[src/rtl/decoder_3bit.sv]
// decoder_3bit: 3-to-8 one-hot decoder with a combinational output and a registered
// capture path that flags valid captures and changes from the previously captured code.
module decoder_3bit #(
  parameter bit ACTIVE_LOW               = 1'b0,
  parameter bit CAPTURE_ON_RESET_RELEASE = 1'b0
) (
  input  logic       clk,
  input  logic       rst_n,
  input  logic [2:0] in,
  input  logic       en,
  output logic [7:0] out,
  output logic [7:0] out_q,
  output logic       out_vld,
  output logic       chg
);
  logic [7:0] dec;
  logic [7:0] q;
  logic [2:0] last_code;
  logic       have_code;
  logic       cap;
  assign dec = 8'(1) << in;
  assign out = ACTIVE_LOW ? ~dec : dec;
  assign out_q = ACTIVE_LOW ? ~q : q;
  // The reserved capture mode is defined to behave exactly like the default.
  assign cap = en & (CAPTURE_ON_RESET_RELEASE | 1'b1);
  always_ff @(posedge clk or negedge rst_n) begin
    if (!rst_n) begin
      q         <= '0;
      out_vld   <= 1'b0;
      chg       <= 1'b0;
      last_code <= '0;
      have_code <= 1'b0;
    end else if (cap) begin
      q         <= dec;
      out_vld   <= 1'b1;
      chg       <= have_code && (in != last_code);
      last_code <= in;
      have_code <= 1'b1;
    end else begin
      out_vld   <= 1'b0;
      chg       <= 1'b0;
    end
  end
endmodule

[config.mk]
export PLATFORM = sky130hd
export DESIGN_NAME = decoder_3bit
export DESIGN_NICKNAME = d
export VERILOG_FILES = /design/src/rtl/decoder_3bit.sv
export SDC_FILE = /design/constraint.sdc
export NUM_CORES = 1
export LEC_CHECK = 0
export CELL_PAD_IN_SITES_DETAIL_PLACEMENT = 2
export CELL_PAD_IN_SITES_GLOBAL_PLACEMENT = 2
export CORE_MARGIN = 2
export CORE_UTILIZATION = 25
export DETAILED_ROUTE_END_ITERATION = 10
export PLACE_DENSITY = 0.79
export SLEW_MARGIN = 20
export SYNTH_ARGS = -nofsm -noshare
export SYNTH_HDL_FRONTEND = slang
export SYNTH_SLANG_ARGS = --single-unit
export TNS_END_PERCENT = 100
[constraint.sdc]
create_clock -name clk -period 0.9 [get_ports clk]
set_input_delay 0.18 -clock clk [delete_from_list [all_inputs] [get_ports clk]]
set_output_delay 0.18 -clock clk [all_outputs]
set_load 0.005 [all_outputs]
==> metrics.csv <==
metric;value;unit
gp_congestion;0.679;
ir_worst_vdd;0.000879;V
relSlewSlack;0.884;
worstReg2RegStart;out_q[3];
viasPerCell;4.35;
synth-simple-area-share;0.140;
layout_common_cells;buf_2 (18), dfrtp_1 (14), mux2_2 (10);
dr.first_iter.drc_count;1;
cts-root-buf;clkbuf_4;
track_usage;0.124;
finalNetCount;87;
reg2reg_slack;0.02;ns
p_per_area;1440;mW/mm^2
required;0.72;ns
violations;negative setup slack;
antenna_cells;0;
start_kind;flip-flop;
holdCritPathClass;input port to async pin;
path_class;flip-flop to output pin;
cpPeakStageDelay;0.39;ns
clk_latency;0.28;ns
dp_hpwl;1190;um
synthCells;43;
yosysWarningCount;0;
grt_pass1_wl;2560;um
setup_viol;10;
grt_max_degree;15;
cts_buffers;3;
reg2reg_to;out_q[3];
place_ws;-0.945;ns
dr.pass1.iters;2;
yosys.area_share.adder;0;
drv_slew;0;
synthXorXnorAreaFrac;0.0409;
outcome;finished with violations;
synth_top_family_by_area;multiplexers;
antenna_found_initial;0;
drc;0;
grt_setup_unrepaired;yes;
cp_num_buf_inv;1;
cp_slowest_cell;dfrtp_1;
row_count;18;
r2r_cells;2;
layout-drive-gt1-share;0.700;
fin_ws;-0.0728;ns
wl_per_cell;14.2;um
clk_pin_slew_worst_paths;0.09;ns
grt_pass1_vias;551;
syn_area;642;um^2
synth_compound_area_frac;0.00975;
grt_overflow_total;0;
htreeDepth;1;
cp_top_family;flip-flops;
yosys.area.top_type;dfrtp_1;
finClkSkew;0.00418;ns
ys_seq_elements;14;
final_antenna_net_count;0;
io_pins;24;
cts.sinks;14;
seq_area_frac_synth;0.546;
syn-mean-instance-area;14.9;um^2
synthTopCellsByArea;dfrtp_1 (55%), mux2_2 (18%), nor3b_2 (5.8%), buf_6 (5.3%), and3b_1 (4.1%);
crit_path_end_kind;output pin;
die_width;54.7;um
ys_types;13;
hold_viol_final;0;
vias;479;
ctsHoldBuffers;0;
syn_nets;49;
die_h;54.7;um
fin_crit_sh;1.08;
worst_slew_pin_slew;0.173;ns
wirelength;1560;um
initial_core_util;0.261;
p_leak;0.512;nW
fin_crit;0.973;ns
fmax;1030;MHz
crit_chain;buf_2;
areaGrowthSynthToFinish;53.6;%
synth_top_area_frac;0.546;
cts_tree;yes;
clockBufferDepth;2;
cp.arrival;0.79;ns
synthMuxAreaShare;0.199;
tns;-0.618;ns
dieArea;0.00299;mm^2
path_max_fanout;2;
final_common_cell;buf_2;
path_depth;1;
io_buffers;23;
drv_cap;0;
core-area;0.00245;mm^2
## per-stage QoR
step | instances | total power [mW] | util | cell area (um^2) | hold WS [ns]
global placement | 102 | 0.977 | 0.389 | 956 | 0.453
detailed placement | 102 | 0.993 | 0.389 | 956 | 0.462
floorplan | 43 | 0.821 | - | 642 | -0.116
global route | 110 | 1.51 | 0.402 | 986 | 0.216
finish | 110 | 1.42 | 0.402 | 986 | 0.222
CTS | 109 | 1.44 | 0.393 | 966 | 0.214
## cells in the mapped netlist
| cell | number |
|---|---|
| buf_4 | 1 |
| and3_4 | 1 |
| xnor2_1 | 3 |
| or2_2 | 1 |
| nor3b_2 | 3 |
| and3b_1 | 3 |
| nand2_1 | 1 |
| mux2_4 | 1 |
| dfrtp_1 | 14 |
| a31oi_1 | 1 |
| nor3_1 | 1 |
| mux2_2 | 10 |
| buf_6 | 3 |
## cells by family (layout without fill, tap and decap cells)
kind of cell           Yosys count  after routing
AO/OA/AOI/OAI                    1              1
multiplexers                    11             11
buffers and inverters            4             41
XOR/XNOR                         3              3
AND/OR/NAND/NOR                 10             10
flip-flops                      14             14
## power breakdown
part,switching [mW],internal [mW]
Combinational,0.109,0.168
Clock,0.206,0.246
Sequential,0.0209,0.670
Total,0.336,1.08
## cell type report
cell class | count | area, um^2
Sequential cell | 14 | 350
Clock buffer | 4 | 36.3
Tap cell | 30 | 37.5
Multi-Input combinational cell | 25 | 274
Fill cell | 248 | 1470
Timing Repair Buffer | 37 | 288
## state kept, by name (all words and copies together), names as in the netlist
register   flops
out_vld        1
last_code      3
out_q          8
have_code      1
chg            1
## worst max path at each step
stage / start / endpoint / slack (ns)
4_1_cts: out_q[3] / out_q[3] / -0.1
3_3_place_gp: in[2] / out[6] / -0.90
3_5_place_dp: in[0] / out[0] / -0.95
6_report: out_q[5] / out_q[5] / -0.07
5_1_grt: out_q[3] / out_q[3] / -0.14
2_1_floorplan: in[0] / out_q[5] / 0.04
## layer usage
metal  vias to the layer above  wire length (um)  global-route usage  share of wire
met5                         -                 0                   0              0
met4                         0                14              0.0500         0.0090
met2                        19               842               0.214           0.54
li1                        219                 -                   -              -
met1                       239               602               0.139           0.39
met3                         2                99              0.0383          0.064
## what timing repair did
item	CTS	global route
buffers inserted	3	1
setup endpoints to repair	30	13
resized for setup	102	2
pin swaps	4	2
Note: power is estimated with default switching activity, not from simulation.
